$ cat src/rtl/mux4_rr_arbiter.sv
// mux4_rr_arbiter: round-robin arbiter for four requesters with a registered one-hot grant and valid/ready hand-off.
// Optional ARB_LOCK_EN: a requester holding lock[sel] at transfer keeps the grant for a burst.
module mux4_rr_arbiter #(
  parameter int DW = 8
) (
  input  logic            clk,
  input  logic            rst_n,
  input  logic [3:0]      req,
  input  logic [4*DW-1:0] data_in,
  input  logic [3:0]      lock,
  input  logic            out_ready,
  output logic [3:0]      gnt,
  output logic [1:0]      sel,
  output logic [DW-1:0]   out_data,
  output logic            out_valid
);

  typedef enum logic {IDLE = 1'b0, GRANT = 1'b1} state_t;

  state_t     state_r;
  logic [1:0] ptr_r;
  logic [1:0] sel_r;
  logic [3:0] gnt_r;
  logic       valid_r;

  logic       xfer_s;
  logic       lock_hold_s;
  logic [3:0] cand_s;
  logic [1:0] base_s;
  logic [2:0] win_s;

  // Returns {found, index}; the search starts just after base and wraps back to base itself.
  function automatic logic [2:0] rr_pick(input logic [3:0] cand, input logic [1:0] base);
    logic [2:0] res;
    logic [1:0] idx;
    res = 3'b000;
    for (int k = 4; k >= 1; k--) begin
      idx = base + k[1:0];
      if (cand[idx]) begin
        res = {1'b1, idx};
      end else begin
        res = res;
      end
    end
    return res;
  endfunction

  assign xfer_s = valid_r & out_ready;

`ifdef ARB_LOCK_EN
  assign lock_hold_s = lock[sel_r];
`else
  logic unused_lock_s;
  assign unused_lock_s = ^lock;
  assign lock_hold_s   = 1'b0;
`endif

  // Candidate set: every request when idle; after a transfer the served requester sits out one round
  always_comb begin
    cand_s = req;
    base_s = ptr_r;
    if (state_r == GRANT) begin
      cand_s = req & ~gnt_r;
      base_s = sel_r;
    end else begin
      cand_s = req;
      base_s = ptr_r;
    end
    win_s = rr_pick(cand_s, base_s);
  end

  // Arbitration state machine holding the registered grant, select, valid and pointer
  always_ff @(posedge clk or negedge rst_n) begin
    if (!rst_n) begin
      state_r <= IDLE;
      ptr_r   <= 2'd3;
      sel_r   <= 2'd0;
      gnt_r   <= 4'b0000;
      valid_r <= 1'b0;
    end else begin
      case (state_r)
        IDLE: begin
          if (win_s[2]) begin
            state_r <= GRANT;
            gnt_r   <= 4'b0001 << win_s[1:0];
            sel_r   <= win_s[1:0];
            valid_r <= 1'b1;
          end else begin
            gnt_r   <= 4'b0000;
            valid_r <= 1'b0;
          end
        end
        GRANT: begin
          if (xfer_s && !lock_hold_s) begin
            ptr_r <= sel_r;
            if (win_s[2]) begin
              gnt_r <= 4'b0001 << win_s[1:0];
              sel_r <= win_s[1:0];
            end else begin
              state_r <= IDLE;
              gnt_r   <= 4'b0000;
              valid_r <= 1'b0;
            end
          end else if (!xfer_s && !req[sel_r]) begin
            // Holder withdrew before hand-off: release without moving the pointer
            state_r <= IDLE;
            gnt_r   <= 4'b0000;
            valid_r <= 1'b0;
          end else begin
            state_r <= GRANT;
          end
        end
        default: begin
          state_r <= IDLE;
          gnt_r   <= 4'b0000;
          valid_r <= 1'b0;
        end
      endcase
    end
  end

  assign gnt       = gnt_r;
  assign sel       = sel_r;
  assign out_valid = valid_r;
  assign out_data  = data_in[sel_r*DW +: DW];

endmodule
$ cat config.mk
export PLATFORM = sky130hd
export DESIGN_NAME = mux4_rr_arbiter
export DESIGN_NICKNAME = d
export VERILOG_FILES = /design/src/rtl/mux4_rr_arbiter.sv
export SDC_FILE = /design/constraint.sdc
export NUM_CORES = 1
export LEC_CHECK = 0
export CORE_MARGIN = 5
export CORE_UTILIZATION = 37
export CTS_CLUSTER_DIAMETER = 40
export DETAILED_ROUTE_END_ITERATION = 10
export PLACE_DENSITY = 0.84
export SLEW_MARGIN = 10
export SYNTH_ARGS = -nofsm -noshare
export SYNTH_HDL_FRONTEND = slang
export SYNTH_SLANG_ARGS = --single-unit
$ cat constraint.sdc
create_clock -name clk -period 4.54 [get_ports clk]
set_input_delay 0.908 -clock clk [delete_from_list [all_inputs] [get_ports clk]]
set_output_delay 0.908 -clock clk [all_outputs]
set_load 0.005 [all_outputs]
==> impl_metrics.yaml, run 1 <==
synth:
  synth_seq_area_share_pct: 30.2
  synth_nets: 118
  ys_seq_elements: 10
  dominantRegCellSynth: "dfrtp_1"
  syn_area_per_cell_um2: 11.2
  synthArstFlopShare_pct: 100
  synthTopCellsByArea: "mux4_2 24%, dfrtp_1 24%, dfstp_2 6.3%"
  synthCells: 75
  synth_edf_count: 0
  yosysUniqueCellTypes: 36
  synth_area_leader_cell: "mux4_2"
  syn_area_um2: 837
  yosys_warnings: 0
  yosys.area.top_type_share_pct: 24.2
cts:
  cts.sinks: 10
  tritoncts: "done"
  postCtsHoldBufs: 0
  insertion_delay_ps: 270
  post_cts_buffers: 0
  cts-root-buf: "clkbuf_4"
  clock_path_buffers: 2
  cts_buffers: 3
  cts_resized: 0
  cts.clk_slew.worst_paths_ps: 60
  htreeDepth: 1
setup_path:
  r2r-start: "sel[0]$_DFFE_PN0P_"
  startpoint_type: "input pin"
  crit_chain: "clkdlybuf4s50_1, mux4_2, clkdlybuf4s50_1"
  slowest_delay_ps: 470
  crit_required_ps: 3630
  cp.arrival_ps: 2260
  crit_path_end_kind: "output pin"
  slowest_stage: "clkdlybuf4s50_1"
  crit_top_cell: "clkdlybuf4s50_1"
  critPathKind: "in2out"
  critPathLaunch: "data_in[1]"
  cp_max_fo: 1
global_routing:
  grt_pass1_vias: 963
  track_usage_pct: 18.2
  antenna_found_initial: 0
  grt_max_degree: 17
  grt_pass1_wl_um: 4600
  overflow: 0
place:
  port_buffers: 53
  place_area_um2: 1380
  hpwl_um: 2300
  gp_congestion: 0.787
floorplan:
  die_x_um: 57.6
  die_area_um2: 3310
  core_area_um2: 2190
  die_h_um: 57.6
  row_count: 17
  pin_count: 58
  floorplan.initialDensity_pct: 38.2
drt:
  drt-wirelength-per-cell_um: 18.0
  firstDrtPassIters: 4
  wl_um: 2800
  vias_per_cell: 5.53
  via_count: 862
  postRouteAntennaNets: 0
  drc: 0
  drt-initial-drc-count: 14
cells_and_area:
  final_area_um2: 1410
  post-route-util_pct: 64.1
  drive_gt1_share_pct: 21.1
  diodes: 0
  area_growth_pct: 67.9
  nets: 172
timing:
  fin_crit_ps: 3160
  setup_viol: 0
  relSlewSlack_pct: 52.3
  max_slew.worst_pin.slew_ps: 715
  fin_tns_setup_ps: 0
  slew_viol_final: 0
  hold_violations: 0
  fin_crit_sh_pct: 69.7
  rsz0062_at_grt: "false"
  clock_skew_ps: 6.96
  fmax_mhz: 316
min_path:
  min_from: "gnt[0]$_DFFE_PN0P_"
  hp-class: "reg2reg"
power:
  irDropWorstVdd_uv: 346
  comb_power_share_pct: 62.3
  power.internal_uw: 478
  power.density_nw_per_um2: 557
  p_sw_share_pct: 38.9
  p_clk_share_pct: 8.0
  p_leak_nw: 0.532
  switching_power_uw: 304
  power_frac_seq_pct: 29.7
flow_run:
  max_cap_violations: 0
status:
  status: "finished, final reports clean"
-- critical path: cells and delay by family --
family	cells	cell delay, ps
buf+inv	2	890
mux	1	450
-- power by group through the flow --
stage	logic (mW)	clock network, mW	registers (mW)
after detailed placement	0.489	0	0.236
after global routing	0.528	0.0695	0.245
final	0.487	0.0628	0.232
after CTS	0.491	0.0657	0.233
after floorplan	0.331	0	0.175
after global placement	0.473	0	0.231
-- metal layers --
| layer | GRT usage, % | up-vias | routed length, um |
|---|---|---|---|
| met5 | 0 | - | 0 |
| met4 | 9.93 | 0 | 52 |
| met3 | 2.49 | 4 | 92 |
| met2 | 33.5 | 21 | 1680 |
| met1 | 19.7 | 431 | 982 |
| li1 | - | 406 | - |
-- cell type report --
type                    count  area [um^2]
multi-input cells          59          553
clock buffers               4         26.3
fillers                   183          786
inverters                   2         7.51
flip-flops and latches     10          253
well taps                  28         35.0
repair buffers             53          531
-- registers in the layout (all words and copies together), names as in the netlist --
| name | flops |
|---|---|
| state_r | 1 |
| out_valid | 1 |
| gnt | 4 |
| sel | 2 |
| ptr_r | 2 |
-- cells in the final DEF, fill, tap and decap left out, types with 2 or more instances in the layout --
master	instances
a22o_1	2
dfstp_2	2
inv_1	2
o21ai_0	4
nor3b_1	2
nand3_1	2
nor2_1	2
clkbuf_4	3
mux4_2	9
nand2b_1	2
mux2_2	3
a21boi_0	2
o21ai_1	3
clkdlybuf4s50_1	53
dfrtp_1	8
nand2_1	9
-- cells in the mapped netlist, types with 2 or more instances --
| library cell | number |
|---|---|
| a21boi_0 | 2 |
| a22o_1 | 2 |
| clkbuf_1 | 2 |
| dfrtp_1 | 8 |
| dfstp_2 | 2 |
| inv_1 | 2 |
| mux2_2 | 3 |
| mux4_2 | 9 |
| nand2_1 | 9 |
| nand2b_1 | 2 |
| nand3_1 | 2 |
| nor2_1 | 2 |
| nor3b_1 | 2 |
| o21ai_0 | 4 |
| o21ai_1 | 3 |
-- cells by family after synthesis --
kind of cell / share of synthesized area [%]
buffers and inverters: 3.74
DFF: 30.2
muxes: 29.4
and+or+nand+nor: 15.1
AOI/OAI and AO/OA: 21.5
-- through the flow --
| stage | setup WS, ps | hold slack (ps) | total power, mW | std cells |
|---|---|---|---|---|
| floorplan | 2270 | 513 | 0.506 | 75 |
| global placement | 1400 | 522 | 0.704 | 152 |
| detailed placement | 1370 | 535 | 0.725 | 152 |
| CTS | 1370 | 556 | 0.790 | 156 |
| global route | 1340 | 590 | 0.842 | 156 |
| finish | 1380 | 566 | 0.782 | 156 |
-- final timing paths --
path                                         to  slack, ps  cells past startpoint
min                          gnt[0]$_DFFE_PN0P_        570                      1
max                                 out_data[1]       1380                      3
min reg2reg                  gnt[0]$_DFFE_PN0P_        570                      1
max in group asynchronous  ptr_r[0]$_DFFE_PN1P_       3270                      1
min in group asynchronous    gnt[1]$_DFFE_PN0P_        940                      1
max reg2reg                  gnt[0]$_DFFE_PN0P_       2490                      3
(Power assumes the default switching activity.)
==> run 2, diff against run 1 <==
--- a/config.mk
+++ b/config.mk
@@ -6,10 +6,10 @@
 export NUM_CORES = 1
 export LEC_CHECK = 0
 export CORE_MARGIN = 5
-export CORE_UTILIZATION = 37
+export CORE_UTILIZATION = 35
 export CTS_CLUSTER_DIAMETER = 40
 export DETAILED_ROUTE_END_ITERATION = 10
-export PLACE_DENSITY = 0.84
+export PLACE_DENSITY = 0.8
 export SLEW_MARGIN = 10
 export SYNTH_ARGS = -nofsm -noshare
 export SYNTH_HDL_FRONTEND = slang
==> constraint.sdc (replaced) <==
create_clock -name clk -period 3.1 [get_ports clk]
set_input_delay 0.62 -clock clk [delete_from_list [all_inputs] [get_ports clk]]
set_output_delay 0.62 -clock clk [all_outputs]
set_load 0.005 [all_outputs]
==> run 2 against run 1 <==
  * Core utilization decreased by 1.5 points
  * Combinational power grew 50%
  * Register-to-register slack got worse by 1500 ps
  * First-iteration DRC count grew 57%
  * Clock power increased by 43%
  * Sequential cell count stayed put
  * Global-route usage barely moved
==> impl_metrics.yaml, run 2 (same netlist as run 1, synthesis figures left out) <==
status:
  status: "finished, final reports clean"
floorplan:
  core_area_um2: 2250
  pin_count: 58
  die_area_um2: 3470
  die_x_um: 58.9
  die_h_um: 58.9
  floorplan.initialDensity_pct: 37.1
  row_count: 17
power:
  irDropWorstVdd_uv: 562
  power_frac_seq_pct: 28.9
  p_leak_nw: 0.537
  power.internal_uw: 709
  comb_power_share_pct: 63.4
  p_sw_share_pct: 38.6
  switching_power_uw: 445
  p_clk_share_pct: 7.8
  power.density_nw_per_um2: 817
cells_and_area:
  mostFrequentLayoutCell: "clkdlybuf4s50_1"
  largest_register_ffs: 4
  n_fill_cell: 193
  diodes: 0
  area_growth_pct: 68.8
  nets: 173
  most-common-layout-cells: "53 x clkdlybuf4s50_1, 9 x mux4_2, 9 x nand2_1"
  drive_gt1_share_pct: 21.7
setup_path:
  r2r-start: "sel[0]$_DFFE_PN0P_"
  cp_max_fo: 10
  reg2reg_to: "gnt[1]$_DFFE_PN0P_"
  crit_path_end_kind: "output pin"
  crit_required_ps: 2480
  critPathKind: "reg2out"
  r2r_slack_ps: 1020
  cp.arrival_ps: 2030
  ff2ff_path_depth: 4
  startpoint_type: "flop"
timing:
  slew_viol_final: 0
  fin_crit_ps: 2650
  setup_viol: 0
  clock_skew_ps: 3.98
  fmax_mhz: 377
  rsz0062_at_grt: "false"
  fin_tns_setup_ps: 0
  hold_violations: 0
  relSlewSlack_pct: 61.1
  fin_hold_ws_ps: 538
  fin_crit_sh_pct: 85.6
  max_slew.worst_pin.slew_ps: 583
cts:
  cts.clk_slew.worst_paths_ps: 60
  cts.sinks: 10
  tritoncts: "done"
  cts-root-buf: "clkbuf_4"
  htreeDepth: 1
  cts_resized: 0
  post_cts_buffers: 0
  clock_path_buffers: 2
  postCtsHoldBufs: 0
  insertion_delay_ps: 260
  cts_buffers: 3
place:
  hpwl_um: 2460
  gp_congestion: 0.833
  port_buffers: 53
drt:
  wl_um: 2910
  vias_per_cell: 5.47
  postRouteAntennaNets: 0
  drt-initial-drc-count: 22
  drc: 0
  firstDrtPassIters: 4
  via_count: 859
  drt-wirelength-per-cell_um: 18.5
global_routing:
  grt_max_degree: 17
  met2_usage_pct: 34.4
  track_usage_pct: 18.2
  grt_pass1_vias: 976
  overflow: 0
  grt_pass1_wl_um: 4770
  antenna_found_initial: 0
  gr-max-usage-layer: "met2"
  met1_usage_pct: 20.8
  met3_usage_pct: 1.75
min_path:
  min_path_cells: 1
  holdPathEnd: "gnt[0]$_DFFE_PN0P_"
  min_from: "gnt[0]$_DFFE_PN0P_"
  hp-class: "reg2reg"
flow_run:
  max_cap_violations: 0
-- run 2: changes by cell type in the layout (fill, tap and decap cells not counted) --
cell and change:
buf_4 +1
-- run 2: per-layer routing --
layer	up-vias	part of all wire [%]
met4	0	2.0
met3	6	2.8
met2	23	59
met1	423	36
met5	-	0
li1	407	-
-- run 2: worst max-delay path, stage by stage, from the launching register on --
cell and delay, ps:
dfrtp_1 710, mux4_2 590, clkdlybuf4s50_1 480
-- run 2: stage by stage --
stage | worst slack (ps) | std cells | power (mW) | cell area [um^2] | utilization, %
detailed placement | 490 | 153 | 1.06 | 1390 | 61.5
CTS | 418 | 157 | 1.16 | 1410 | 62.7
finish | 447 | 157 | 1.15 | 1410 | 62.7
global route | 337 | 157 | 1.24 | 1410 | 62.7
global placement | 533 | 153 | 1.04 | 1390 | 61.5
floorplan | 1260 | 75 | 0.741 | 837 | -
-- run 2: power by group through the flow --
| stage | logic, mW | registers (mW) | clock network [mW] |
|---|---|---|---|
| floorplan | 0.485 | 0.256 | 0 |
| global placement | 0.714 | 0.330 | 0 |
| detailed placement | 0.729 | 0.335 | 0 |
| CTS | 0.734 | 0.332 | 0.0945 |
| global route | 0.795 | 0.349 | 0.0989 |
| finish | 0.731 | 0.333 | 0.0899 |
-- run 2: layout make-up --
type | instances | area [um^2] | area share [%]
timing repair buffer | 54 | 538 | 38.1
clock buffer | 4 | 26.3 | 1.86
multi-input combinational | 59 | 553 | 39.1
tap | 28 | 35.0 | 2.48
inverter | 2 | 7.51 | 0.531
sequential | 10 | 253 | 17.9
-- run 2: worst max path at each step --
stage                  startpoint          end  cells after the start  slack [ps]
2_1_floorplan  sel[0]$_DFFE_PN0P_  out_data[0]                      2        1260
3_3_place_gp          data_in[31]  out_data[7]                      3         530
3_5_place_dp          data_in[27]  out_data[3]                      3         490
4_1_cts        sel[0]$_DFFE_PN0P_  out_data[4]                      2         420
5_1_grt        sel[0]$_DFFE_PN0P_  out_data[4]                      2         340
6_report       sel[0]$_DFFE_PN0P_  out_data[4]                      2         450
